`src/rtl/color_dealer_pkg.sv`:
```
// color_dealer_pkg: FSM state type, Galois LFSR tap masks and the fallback colour helper
package color_dealer_pkg;

    typedef enum logic [1:0] {IDLE, BALL, PLATS, PLACE} state_e;

    // Right-shift Galois masks for maximal-length sequences
    localparam logic [31:0] TAPS_8  = 32'h0000_00B8;
    localparam logic [31:0] TAPS_16 = 32'h0000_B400;
    localparam logic [31:0] TAPS_32 = 32'h8020_0003;

    function automatic logic [31:0] lfsr_taps(input int w);
        return w == 8 ? TAPS_8 : w == 16 ? TAPS_16 : TAPS_32;
    endfunction

    function automatic logic [31:0] fallback_color(input logic [31:0] ball);
        return ball == 32'd1 ? 32'd2 : 32'd1;
    endfunction

endpackage

```
`src/rtl/lfsr_gen.sv`:
```
// lfsr_gen: free-running Galois LFSR with synchronous load.
//   clk, reset (async, active-high) | load, load_val: replace state this cycle,
//   a zero load_val loads SEED instead | q: current LFSR state
module lfsr_gen import color_dealer_pkg::*; #(
    parameter int LFSR_W = 16,
    parameter logic [LFSR_W-1:0] SEED = LFSR_W'(16'hACE1)
) (
    input  logic              clk,
    input  logic              reset,
    input  logic              load,
    input  logic [LFSR_W-1:0] load_val,
    output logic [LFSR_W-1:0] q
);

    localparam logic [LFSR_W-1:0] TAPS = LFSR_W'(lfsr_taps(LFSR_W));

    logic [LFSR_W-1:0] q_q, q_d;

    // An all-zero state would lock the LFSR, so a zero load falls back to SEED
    always_comb q_d = load ? (load_val == '0 ? SEED : load_val)
                           : (q_q >> 1) ^ (q_q[0] ? TAPS : '0);

    always_ff @(posedge clk or posedge reset) begin
        if (reset) q_q <= SEED;
        else       q_q <= q_d;
    end

    assign q = q_q;

endmodule

```
`src/rtl/color_dealer.sv`:
```
// color_dealer: deals one non-black ball colour and NUM_PLATS platform colours, one platform matching.
//   clk, reset (async, active-high) | req: start a deal (sampled in IDLE)
//   seed_load, seed_in: reseed the LFSR | busy, valid: deal in progress / complete
//   ball_color, plat_colors (slot k at [k*COLOR_W +: COLOR_W]), match_idx: the deal
//   Define DISTINCT_COLORS_EN to keep decoy platforms different from the ball colour.
module color_dealer import color_dealer_pkg::*; #(
    parameter int COLOR_W   = 3,
    parameter int NUM_PLATS = 4,
    parameter int LFSR_W    = 16,
    parameter logic [LFSR_W-1:0] SEED = LFSR_W'(16'hACE1),
    parameter int RETRY_MAX = 4,
    localparam int IDX_W = NUM_PLATS > 2 ? $clog2(NUM_PLATS) : 1
) (
    input  logic                           clk,
    input  logic                           reset,
    input  logic                           req,
    input  logic                           seed_load,
    input  logic [LFSR_W-1:0]              seed_in,
    output logic                           busy,
    output logic                           valid,
    output logic [COLOR_W-1:0]             ball_color,
    output logic [NUM_PLATS*COLOR_W-1:0]   plat_colors,
    output logic [IDX_W-1:0]               match_idx
);

    localparam int RET_W = RETRY_MAX > 0 ? $clog2(RETRY_MAX + 1) : 1;

    state_e                            state_q;
    logic [RET_W-1:0]                  retry_q;
    logic [IDX_W-1:0]                  slot_q, match_q, place_idx;
    logic [COLOR_W-1:0]                ball_q, cand, fallback;
    logic [NUM_PLATS-1:0][COLOR_W-1:0] plat_q;
    logic                              valid_q, exhausted, plat_ok, last_slot;
    logic [LFSR_W-1:0]                 lfsr;
    logic [IDX_W:0]                    idx_raw;
    logic                              unused_lfsr;

    lfsr_gen #(.LFSR_W(LFSR_W), .SEED(SEED)) u_lfsr (
        .clk      (clk),
        .reset    (reset),
        .load     (seed_load),
        .load_val (seed_in),
        .q        (lfsr)
    );

    assign unused_lfsr = ^lfsr;
    assign cand        = lfsr[COLOR_W-1:0];
    assign fallback    = COLOR_W'(fallback_color(32'(ball_q)));
    assign exhausted   = retry_q == RET_W'(RETRY_MAX);
    assign last_slot   = slot_q == IDX_W'(NUM_PLATS - 1);

    // Low index bits span at most 2*NUM_PLATS-1, so one subtraction folds them into range
    assign idx_raw   = {1'b0, lfsr[IDX_W-1:0]};
    assign place_idx = idx_raw >= (IDX_W+1)'(NUM_PLATS) ? IDX_W'(idx_raw - (IDX_W+1)'(NUM_PLATS))
                                                        : lfsr[IDX_W-1:0];

`ifdef DISTINCT_COLORS_EN
    assign plat_ok = cand != '0 && cand != ball_q;
    // Fallback colour 2 must be representable
    if (COLOR_W < 2) begin : g_color_w_check
        $error("DISTINCT_COLORS_EN requires COLOR_W >= 2");
    end
`else
    assign plat_ok = cand != '0;
`endif

    always_ff @(posedge clk or posedge reset) begin
        if (reset) begin
            state_q <= IDLE;
            retry_q <= '0;
            slot_q  <= '0;
            ball_q  <= '0;
            plat_q  <= '0;
            match_q <= '0;
            valid_q <= 1'b0;
        end else begin
            case (state_q)
                IDLE: if (req) begin
                    valid_q <= 1'b0;
                    state_q <= BALL;
                end
                BALL: if (cand != '0 || exhausted) begin
                    ball_q  <= cand != '0 ? cand : COLOR_W'(1);
                    retry_q <= '0;
                    slot_q  <= '0;
                    state_q <= PLATS;
                end else retry_q <= retry_q + RET_W'(1);
                PLATS: if (plat_ok || exhausted) begin
                    plat_q[slot_q] <= plat_ok ? cand : fallback;
                    retry_q        <= '0;
                    slot_q         <= slot_q + IDX_W'(1);
                    if (last_slot) state_q <= PLACE;
                end else retry_q <= retry_q + RET_W'(1);
                PLACE: begin
                    plat_q[place_idx] <= ball_q;
                    match_q           <= place_idx;
                    valid_q           <= 1'b1;
                    state_q           <= IDLE;
                end
                default: state_q <= IDLE;
            endcase
        end
    end

    assign busy        = state_q != IDLE;
    assign valid       = valid_q;
    assign ball_color  = ball_q;
    assign plat_colors = plat_q;
    assign match_idx   = match_q;

endmodule
```
`config.mk`:
```
export PLATFORM = sky130hd
export DESIGN_NAME = color_dealer
export DESIGN_NICKNAME = d
export VERILOG_FILES = /design/src/rtl/color_dealer_pkg.sv /design/src/rtl/lfsr_gen.sv /design/src/rtl/color_dealer.sv
export SDC_FILE = /design/constraint.sdc
export NUM_CORES = 1
export LEC_CHECK = 0
export BUFFER_PORTS_ARGS = -buffer_cell sky130_fd_sc_hd__clkbuf_2
export CORE_MARGIN = 2
export CORE_UTILIZATION = 55
export DETAILED_ROUTE_END_ITERATION = 10
export GPL_TIMING_DRIVEN = 0
export PLACE_DENSITY = 0.86
export SLEW_MARGIN = 15
export SYNTH_ARGS = -nofsm -noshare
export SYNTH_HDL_FRONTEND = slang
export SYNTH_SLANG_ARGS = --single-unit
```
`constraint.sdc`:
```
create_clock -name clk -period 2.2 [get_ports clk]
set_input_delay 0.55 -clock clk [delete_from_list [all_inputs] [get_ports clk]]
set_output_delay 0.55 -clock clk [all_outputs]
set_load 0.1 [all_outputs]
```
==> summary.md <==
| Metric | Value |
|---|---|
| Max-slew headroom | `approximately 54%` |
| Vias | `1619` |
| Pin count of the biggest net entering global routing | `38` |
| Placeable Area | `about 3700 um2` |
| Row Count | `22` |
| Routed WL per cell | `14.8 um` |
| Clk_skew | `roughly 0.01 ns` |
| Warnings, synthesis | `0` |
| Worst hold path class | `input pin to asynchronous set/reset pin` |
| Drc violations | `0` |
| Crit-path cells | `inv_1 > ha_1 > a2111o_1 > and2_4 > a22o_1 > mux2_4` |
| Max-cap viol count | `0` |
| CTS Buffer Depth | `2` |
| Critical Path AT | `roughly 2.3 ns` |
| Seq/Total Area, Yosys | `49.0%` |
| DPL Wire Length | `3.10 mm` |
| First-pass GRT wire length | `7.22 mm` |
| Fin Setup TNS | `0 ns` |
| Min cycle time layout | `2.10 ns` |
| WL final | `roughly 4.2 mm` |
| Crit end category | `register` |
| EDFF count, synth | `0` |
| CTS clk-pin slew, worst paths | `0.07 ns` |
| Critical path required time | `between 2 and 2.5 ns` |
| First-pass DRT Iterations | `4` |
| First DRT Iteration DRCs | `around 120` |
| CTS tree | `built` |
| Non-filler cells, final | `283` |
| Initial antenna violation count | `0` |
| Post-synth net total | `219` |
| Root buffer cell | `clkbuf_8` |
| Startpoint types | `register` |
| Inst Count DP | `275` |
| Chip width | `66.0 um` |
| Final core utilization | `67.9%` |
| Fmax | `475 MHz` |
| Syn Std Cell Area | `2110 um2` |
| CP peak stage delay | `approximately 0.5 ns` |
| Vias in the first global route | `1579` |
| Placement Cell Area | `~2400 um2` |
| Layout area overhead | `18.4%` |
| Die height | `66.0 um` |
| Sink Count | `41` |
| Initial Utilization | `57.3%` |
| Slew of the pin with the lowest slew margin | `0.679 ns` |
| Via/cell ratio | `5.72` |
| Status | `finished, final reports clean` |
| Syn Area/Cell | `11.2 um2` |
| Cell count after synthesis | `between 150 and 200` |
| Top Ports | `39` |
| Layout filler cell count | `301` |
| Area of the multi-input gates | `1000 um2` |
| Ys flop type | `dfrtp_1` |
| CTS Buf Count | `5` |
| Register bit total from synthesis | `41` |
| Overflow after GRT | `0` |
| Tcrit/Tclk final | `a little over nine tenths` |
| H-tree levels | `2` |
| Share of layout cells above drive strength 1 | `34.0%` |
| Post-CTS Setup Repair Bufs | `0` |
| CP max FO | `7` |
| Slowest cell on crit path | `a2111o_1` |
| GR Util All Layers | `21.9%` |
| CTS Hold Bufs | `0` |
| Final Slew Violations | `0` |
| Async SR Flop Fraction | `100%` |
| Placer Congestion | `0.892` |
| Diodes inserted | `0` |
| Final setup fails | `0` |
| Library cells used by synthesis | `38` |
| Die area | `4360 um2` |
| Final Instance Area | `2500 um2` |
| RSZ-0062 raised after global routing | `false` |
| Number of port buffers | `37` |
| Nets@finish | `264` |
| Antenna Nets Post-Route | `0` |
| Hold Fails Final Rpt | `0` |
| Post-CTS Resized | `0` |
| CP Class | `register to register` |
| Register area | `1040 um2` |
| Worst-Skew Late Latency | `~0.30 ns` |
## cell usage after synthesis (all sizes together) (2+ instances only)
master	n	area [um2]
a21o	2	15.0
nor4	4	25.0
o22a	10	87.6
a32oi	2	17.5
dfrtp	33	826
o21ai	10	50.1
a32o	4	40.0
clkbuf	5	18.8
dfstp	8	210
nand2	13	48.8
mux2	19	233
nor3b	2	15.0
o2bb2ai	2	17.5
inv	11	41.3
nor2b	6	37.5
ha	10	125
a22o	5	43.8
a21oi	8	40.0
nor2	9	33.8
buf	3	20.0
xor2	2	17.5
nand3	8	40.0
## final cells by class
type	instances	share of cell area (%)
clock buffer	7	3.45
tap	48	2.40
inverter	11	1.65
buffer	8	1.60
sequential	41	41.4
clock inverter	1	1.20
multi-input combinational	129	40.1
timing repair buffer	38	8.20
## flip-flops by register name, indices dropped and copies added, names as in the netlist
signal and flops:
ball_color 3, match_idx 2, plat_colors 12, retry_q 3, slot_q 2, state_q 2
u_lfsr.q 16, valid 1
## layer usage
| layer | share of wire [%] | up-vias | GRT usage [%] |
|---|---|---|---|
| met5 | 0 | - | 0 |
| met4 | 1.7 | 0 | 10.5 |
| met3 | 5.7 | 9 | 3.75 |
| li1 | - | 778 | - |
| met2 | 48 | 61 | 35.6 |
| met1 | 45 | 771 | 28.5 |
## worst paths after layout
check	from	to	depth (start not counted)	slack, ns
hold reg to reg	u_lfsr.q[4]	u_lfsr.q[3]	1	0.48
max in group asynchronous	reset	u_lfsr.q[15]	3	1.64
setup reg to reg	retry_q[0]	plat_colors[8]	6	0.1
min in group clk	seed_in[12]	u_lfsr.q[12]	3	0.48
setup / recovery	retry_q[0]	plat_colors[8]	6	0.1
hold / removal	reset	u_lfsr.q[2]	2	0.10
## cells in the final DEF (no fill, tap or decap), types with 2 or more instances in the layout
cell,instances
a32oi_1,2
a22o_1,5
nor2_1,9
dfrtp_1,33
a32o_1,4
nor3b_1,2
inv_1,10
clkbuf_8,6
a21o_1,2
dfstp_2,8
ha_1,10
nor2b_1,6
nor4_1,4
nand3_1,8
o2bb2ai_1,2
clkbuf_1,6
a21oi_1,8
o21ai_0,10
clkbuf_2,38
o22a_1,10
xor2_1,2
mux2_2,14
mux2_4,5
nand2_1,13
## cells by family after synthesis
| family | synth area share, % |
|---|---|
| flops | 49.0 |
| compound gates | 17.4 |
| simple gates | 11.2 |
| xor+xnor | 1.24 |
| buf+inv | 3.79 |
| mux | 11.5 |
| fa+ha+maj | 5.92 |
## critical path, delay by kind of cell, from the launching register on
kind                       cells  cell delay (ns)
AOI/OAI and AO/OA              2             0.78
adders and majority gates      1             0.23
buffers and inverters          1             0.08
DFF                            1             0.37
muxes                          1             0.32
and+or+nand+nor                1             0.22
## per-stage QoR
| step | hold slack [ns] | worst slack [ns] |
|---|---|---|
| after floorplan | 0.450 | 0.0301 |
| after global placement | 0.456 | 0.0716 |
| after detailed placement | 0.421 | 0.0747 |
| after CTS | 0.0985 | 0.0615 |
| after global routing | 0.114 | 0.0264 |
| final | 0.101 | 0.0965 |
Power is left out: the tool's default activity adds up to more than one toggle a clock period on the data nets, which glitch-free logic cannot reach.
